===== src/rtl/icrc_strip.sv =====
// rtl/icrc_strip.sv - strips the 4-byte ICRC trailer from a 512-bit RoCE receive stream
// Optional statistics counters are built when ICRC_STRIP_STATS_EN is defined.
module icrc_strip #(
   parameter int DATA_BITS  = 512,
   parameter int ICRC_BYTES = 4
) (
   input  logic                     nclk,
   input  logic                     nreset,
   input  logic [DATA_BITS-1:0]     m_axis_rx_tdata,
   input  logic [DATA_BITS/8-1:0]   m_axis_rx_tkeep,
   input  logic                     m_axis_rx_tlast,
   input  logic                     m_axis_rx_tvalid,
   output logic                     m_axis_rx_tready,
   output logic [DATA_BITS-1:0]     m_axis_tx_tdata,
   output logic [DATA_BITS/8-1:0]   m_axis_tx_tkeep,
   output logic                     m_axis_tx_tlast,
   output logic                     m_axis_tx_tvalid,
   input  logic                     m_axis_tx_tready,
   output logic                     runt_drop,
   output logic [31:0]              pkt_cnt,
   output logic [15:0]              runt_cnt
);

   localparam int KEEP_W = DATA_BITS / 8;

   // HOLD stage: the most recent beat, kept back until we know whether it loses trailer bytes
   logic                 hold_valid_q, hold_valid_d;
   logic                 hold_final_q, hold_final_d;
   logic [DATA_BITS-1:0] hold_data_q,  hold_data_d;
   logic [KEEP_W-1:0]    hold_keep_q,  hold_keep_d;

   // OUT stage: the beat presented downstream
   logic                 out_valid_q,  out_valid_d;
   logic                 out_last_q,   out_last_d;
   logic [DATA_BITS-1:0] out_data_q,   out_data_d;
   logic [KEEP_W-1:0]    out_keep_q,   out_keep_d;

   logic                 runt_drop_q,  runt_drop_d;

   logic advance;
   logic accept;
   logic hold_open;
   logic keep_gt;
   logic keep_eq;

   // tkeep is contiguous from bit 0, so the byte count class is read from two keep bits
   assign keep_gt   = m_axis_rx_tkeep[ICRC_BYTES];
   assign keep_eq   = m_axis_rx_tkeep[ICRC_BYTES-1] && !m_axis_rx_tkeep[ICRC_BYTES];

   assign advance   = !out_valid_q || m_axis_tx_tready;
   assign accept    = advance && m_axis_rx_tvalid;
   // HOLD belongs to the packet still arriving (a final beat only waits to drain)
   assign hold_open = hold_valid_q && !hold_final_q;

   assign m_axis_rx_tready = advance;
   assign m_axis_tx_tdata  = out_data_q;
   assign m_axis_tx_tkeep  = out_keep_q;
   assign m_axis_tx_tlast  = out_last_q;
   assign m_axis_tx_tvalid = out_valid_q;
   assign runt_drop        = runt_drop_q;

   // next-state for HOLD/OUT: drain a final HOLD, then place the accepted beat
   always_comb begin
      hold_valid_d = hold_valid_q;
      hold_final_d = hold_final_q;
      hold_data_d  = hold_data_q;
      hold_keep_d  = hold_keep_q;
      out_valid_d  = out_valid_q;
      out_last_d   = out_last_q;
      out_data_d   = out_data_q;
      out_keep_d   = out_keep_q;
      runt_drop_d  = 1'b0;

      if (advance) begin
         out_valid_d = 1'b0;

         if (hold_valid_q && hold_final_q) begin
            out_valid_d  = 1'b1;
            out_last_d   = 1'b1;
            out_data_d   = hold_data_q;
            out_keep_d   = hold_keep_q;
            hold_valid_d = 1'b0;
         end

         if (accept) begin
            if (!m_axis_rx_tlast || keep_gt) begin
               if (hold_open) begin
                  out_valid_d = 1'b1;
                  out_last_d  = 1'b0;
                  out_data_d  = hold_data_q;
                  out_keep_d  = hold_keep_q;
               end
               hold_valid_d = 1'b1;
               hold_final_d = m_axis_rx_tlast;
               hold_data_d  = m_axis_rx_tdata;
               hold_keep_d  = m_axis_rx_tlast ? (m_axis_rx_tkeep >> ICRC_BYTES) : m_axis_rx_tkeep;
            end else if (hold_open) begin
               // trailer fits in this beat (k == 4) or spills back into the held beat (k < 4)
               out_valid_d  = 1'b1;
               out_last_d   = 1'b1;
               out_data_d   = hold_data_q;
               out_keep_d   = keep_eq ? hold_keep_q
                            : {m_axis_rx_tkeep[ICRC_BYTES-1:0], {(KEEP_W-ICRC_BYTES){1'b1}}};
               hold_valid_d = 1'b0;
            end else begin
               runt_drop_d  = 1'b1;
            end
         end
      end
   end

   // pipeline registers; reset discards any partial packet
   always_ff @(posedge nclk or posedge nreset) begin
      if (nreset) begin
         hold_valid_q <= 1'b0;
         hold_final_q <= 1'b0;
         hold_data_q  <= '0;
         hold_keep_q  <= '0;
         out_valid_q  <= 1'b0;
         out_last_q   <= 1'b0;
         out_data_q   <= '0;
         out_keep_q   <= '0;
         runt_drop_q  <= 1'b0;
      end else begin
         hold_valid_q <= hold_valid_d;
         hold_final_q <= hold_final_d;
         hold_data_q  <= hold_data_d;
         hold_keep_q  <= hold_keep_d;
         out_valid_q  <= out_valid_d;
         out_last_q   <= out_last_d;
         out_data_q   <= out_data_d;
         out_keep_q   <= out_keep_d;
         runt_drop_q  <= runt_drop_d;
      end
   end

`ifdef ICRC_STRIP_STATS_EN
   logic [31:0] pkt_cnt_q;
   logic [15:0] runt_cnt_q;

   // wrapping packet and runt counters
   always_ff @(posedge nclk or posedge nreset) begin
      if (nreset) begin
         pkt_cnt_q  <= '0;
         runt_cnt_q <= '0;
      end else begin
         if (out_valid_q && m_axis_tx_tready && out_last_q) begin
            pkt_cnt_q <= pkt_cnt_q + 32'd1;
         end
         if (runt_drop_q) begin
            runt_cnt_q <= runt_cnt_q + 16'd1;
         end
      end
   end

   assign pkt_cnt  = pkt_cnt_q;
   assign runt_cnt = runt_cnt_q;
`else
   assign pkt_cnt  = '0;
   assign runt_cnt = '0;
`endif

endmodule


===== config.mk =====
export PLATFORM = sky130hd
export DESIGN_NAME = icrc_strip
export DESIGN_NICKNAME = d
export VERILOG_FILES = /design/src/rtl/icrc_strip.sv
export SDC_FILE = /design/constraint.sdc
export NUM_CORES = 2
export LEC_CHECK = 0
export CAP_MARGIN = 20
export CORE_AREA = 2 2 477 479
export CTS_CLUSTER_DIAMETER = 200
export DETAILED_ROUTE_END_ITERATION = 10
export DIE_AREA = 0 0 479 481
export PLACE_DENSITY_LB_ADDON = 0.1
export SYNTH_ARGS = -nofsm -noshare
export SYNTH_HDL_FRONTEND = slang
export SYNTH_SLANG_ARGS = --single-unit

===== constraint.sdc =====
create_clock -name nclk -period 42.7 [get_ports nclk]
set_input_delay 8.54 -clock nclk [delete_from_list [all_inputs] [get_ports nclk]]
set_output_delay 8.54 -clock nclk [all_outputs]
set_load 0.005 [all_outputs]

==> results.sh <==
export IMPL_run_status="finished clean"
export IMPL_cellLeakagePower_nw=26.3
export IMPL_cpMaxStageDelayCell="sky130_fd_sc_hd__clkdlybuf4s50_1"
export IMPL_detail_route_wirelength_mm=162
export IMPL_cp_data_arrival_time_ns=9.99
export IMPL_start_util=0.197
export IMPL_timing_worst_setup_path_type="input port to output pin"
export IMPL_switching_share=0.290
export IMPL_gr_usage_all_layers=0.138
export IMPL_timing_max_slew_rel_slack=0.212
export IMPL_ctsHoldBuffers=0
export IMPL_vdd_drop_max_mv=0.0331
export IMPL_tmin_final_ns=18.53
export IMPL_final_cell_mix="sky130_fd_sc_hd__clkdlybuf4s50_1 (1,158), sky130_fd_sc_hd__dfrtp_1 (1,157), sky130_fd_sc_hd__mux2_2 (1,009), sky130_fd_sc_hd__clkbuf_16 (155), sky130_fd_sc_hd__mux2i_1 (121)"
export IMPL_num_nets_final=4560
export IMPL_flow_area_growth_from_synthesis_pct=44.4
export IMPL_end_kind="output pin"
export IMPL_die_width_um=479
export IMPL_timing_final_crit_share=0.434
export IMPL_max_cap_viol_count=0
export IMPL_achievable_frequency_mhz=54.0
export IMPL_yosysWarningCount=0
export IMPL_synth_area_leaders="sky130_fd_sc_hd__dfrtp_1 (65%), sky130_fd_sc_hd__mux2_2 (26%), sky130_fd_sc_hd__mux2i_1 (2.7%), sky130_fd_sc_hd__a21oi_1 (1.3%), sky130_fd_sc_hd__buf_2 (1.3%)"
export IMPL_cts_htree_levels=4
export IMPL_post_synth_instance_area_sq_mm=0.0444
export IMPL_timing_hold_worst_endpoint="m_axis_tx_tdata[163]"
export IMPL_worst_setup_path_start_kind="input port"
export IMPL_die_height_um=481
export IMPL_finalPower_w=0.00439
export IMPL_r2r_end="hold_data_q[176]"
export IMPL_hold_path_startpoint="hold_data_q[163]"
export IMPL_yosys_register_bits=1157
export IMPL_cp_startpoint="m_axis_tx_tready"
export IMPL_power_switching_w=0.00127
export IMPL_detail_route_vias_per_cell=3.86
export IMPL_routedWlPerCell_um=22.7
export IMPL_worst_path_max_fanout=10
export IMPL_grt_pass1_wl_mm=229
export IMPL_number_of_placed_i_o_pins=1209
export IMPL_critical_path_cell_chain="clkdlybuf4s50_1 -> nor2b_1 -> buf_4 -> inv_2 -> clkdlybuf4s50_1"
export IMPL_r2r_worst_path_cells=9
export IMPL_place_gp_congestion=0.753
export IMPL_layout_cells_most_common="sky130_fd_sc_hd__clkdlybuf4s50_1"
export IMPL_numPortBuffers=1160
export IMPL_pwr_share_clk=0.288
export IMPL_pwr_density_cell_mw_per_mm2=68.5
export IMPL_worst_r2r_startpoint="m_axis_tx_tvalid"
export IMPL_critical_path_most_common_cell="sky130_fd_sc_hd__clkdlybuf4s50_1"
export IMPL_detail_route_antenna_nets=0
export IMPL_cts_buffer_depth=3
export IMPL_cp_slowest_stage_delay_ns=0.48
export IMPL_synthDistinctLibCells=32
export IMPL_first_global_vias=29700
export IMPL_via_count_of_the_routed_design=27600
export IMPL_ctsRootBufferMaster="sky130_fd_sc_hd__clkbuf_16"
export IMPL_overflow=0
export IMPL_grt_antenna_before_repair=93
export IMPL_syn_inst=2802
export IMPL_hold_path_class="flop to flop"
export IMPL_cts_reportedPaths_clkPinSlew_ns=0.05
export IMPL_drt_first_pass_iters=4
export IMPL_setup_violations=0
export IMPL_grt_setup_unrepaired="false"
export IMPL_place_hpwl_mm=114
export IMPL_min_path_cells=1
export IMPL_worstPathRequired_ns=34.16
export IMPL_yosysSeqAreaShare=0.652
export IMPL_clkSinkCount=1157
export IMPL_cts_repair_resized=0
export IMPL_synth_area_per_cell_sq_um=15.9
export IMPL_least_margin_pin_slew_ns=1.18
export IMPL_share_of_layout_cells_above_drive_strength_1=0.314
export IMPL_sequentialPowerShare=0.392
export IMPL_finalHoldViolCount=0
export IMPL_final_fill_count=23000
export IMPL_core_area_sq_mm=0.226
export IMPL_placementRows=175
export IMPL_synth_largest_area_cell="sky130_fd_sc_hd__dfrtp_1"
export IMPL_clk_lat_worst_skew_ns=0.78
export IMPL_synth_top_area_share=0.652
export IMPL_tritoncts="built"
export IMPL_final_max_slew_viol_count=0
export IMPL_tritoncts_num_buffers=151
export IMPL_drc_errors=0
export IMPL_post_cts_repair_setup_buffers=0
export IMPL_die_area_sq_mm=0.230
export IMPL_comb_power_share=0.320
export IMPL_setup_total_negative_slack_ns=0
export IMPL_finalClockSkew_ns=0.0349
export IMPL_grt_start_max_net_pins=153
export IMPL_drt_first_iter_violations=983
export IMPL_timing_reg2reg_setup_slack_ns=36.96
export IMPL_cellInternalPower_w=0.00312
==> worst max-delay path by stage <==
stage                       end
4_1_cts        m_axis_rx_tready
6_report       m_axis_rx_tready
3_3_place_gp   m_axis_rx_tready
5_1_grt        m_axis_rx_tready
2_1_floorplan    hold_data_q[0]
3_5_place_dp   m_axis_rx_tready
==> kinds of logic (layout without fill, tap and decap cells) <==
logic type	after synthesis	after routing	share of synthesized area
buf+inv	288	1532	0.0333
flops	1157	1157	0.652
mux	1145	1145	0.288
other cells	1	83	0.0000844
compound gates	192	192	0.0242
simple gates	19	19	0.00253
==> worst max-delay path, delay by kind of cell <==
kind                   cells  cell delay, ns
buffers and inverters      4            1.22
AND/OR/NAND/NOR            1            0.22
==> power by group through the flow <==
stage / Combinational (W) / Sequential (W) / Clock (W)
after global routing: 0.00151 / 0.00178 / 0.00137
final: 0.00141 / 0.00172 / 0.00126
after global placement: 0.00144 / 0.00173 / 0
after floorplan: 0.000525 / 0.00172 / 0
after detailed placement: 0.00144 / 0.00174 / 0
after CTS: 0.00145 / 0.00173 / 0.00132
==> final cells by class <==
cell class	count	area, sq um	share of cell area
Clock inverter	28	375	0.00585
Inverter	71	274	0.00427
Clock buffer	239	4530	0.0707
Antenna cell	35	87.6	0.00137
Timing Repair Buffer	1194	12000	0.186
Tap cell	3009	3760	0.0587
Multi-Input combinational cell	1404	14200	0.221
Sequential cell	1157	29000	0.451
==> metal layers <==
layer,global-route usage,part of all wire,vias up
li1,-,-,12200
met1,0.151,0.37,14000
met2,0.221,0.47,973
met3,0.0803,0.12,319
met4,0.0451,0.027,90
met5,0,0.0035,-
==> sequential cells by signal, indices dropped and copies added (netlist names) <==
signal	count
m_axis_tx_tkeep	64
m_axis_tx_tlast	1
hold_valid_q	1
runt_drop	1
hold_data_q	512
hold_keep_q	64
hold_final_q	1
m_axis_tx_tvalid	1
m_axis_tx_tdata	512
==> cells in the mapped netlist <==
cell and number:
sky130_fd_sc_hd__dfrtp_1 1157, sky130_fd_sc_hd__mux2_2 1009, sky130_fd_sc_hd__mux2i_1 121, sky130_fd_sc_hd__a21oi_1 119
sky130_fd_sc_hd__buf_2 118, sky130_fd_sc_hd__inv_1 70, sky130_fd_sc_hd__a31oi_1 58, sky130_fd_sc_hd__buf_4 49
sky130_fd_sc_hd__clkbuf_1 41, sky130_fd_sc_hd__mux2_4 15, sky130_fd_sc_hd__buf_6 9, sky130_fd_sc_hd__nor3_1 5
sky130_fd_sc_hd__a22o_1 4, sky130_fd_sc_hd__o21ai_0 4, sky130_fd_sc_hd__a221oi_1 3, sky130_fd_sc_hd__nand2_1 3
sky130_fd_sc_hd__nand2b_1 2, sky130_fd_sc_hd__a2bb2oi_1 1, sky130_fd_sc_hd__and2_1 1, sky130_fd_sc_hd__and3_1 1
sky130_fd_sc_hd__conb_1 1, sky130_fd_sc_hd__inv_2 1, sky130_fd_sc_hd__nand3_1 1, sky130_fd_sc_hd__nand3b_1 1
sky130_fd_sc_hd__nor2_1 1, sky130_fd_sc_hd__nor2b_1 1, sky130_fd_sc_hd__nor3b_1 1, sky130_fd_sc_hd__nor3b_2 1
sky130_fd_sc_hd__nor4b_1 1, sky130_fd_sc_hd__o2111ai_1 1, sky130_fd_sc_hd__o22a_1 1, sky130_fd_sc_hd__o32ai_1 1
==> through the flow <==
stage	cells	utilization	instance area [sq um]	setup slack, ns	hold WS [ns]
global placement	6835	0.262	59100	24.15	0.481
finish	7137	0.284	64100	24.17	0.482
CTS	7102	0.284	64100	24.19	0.474
floorplan	2849	-	44600	1.57	0.466
detailed placement	6835	0.262	59100	24.21	0.487
global route	7116	0.284	64100	24.17	0.499
No activity file was read; power rests on OpenSTA's default activity.
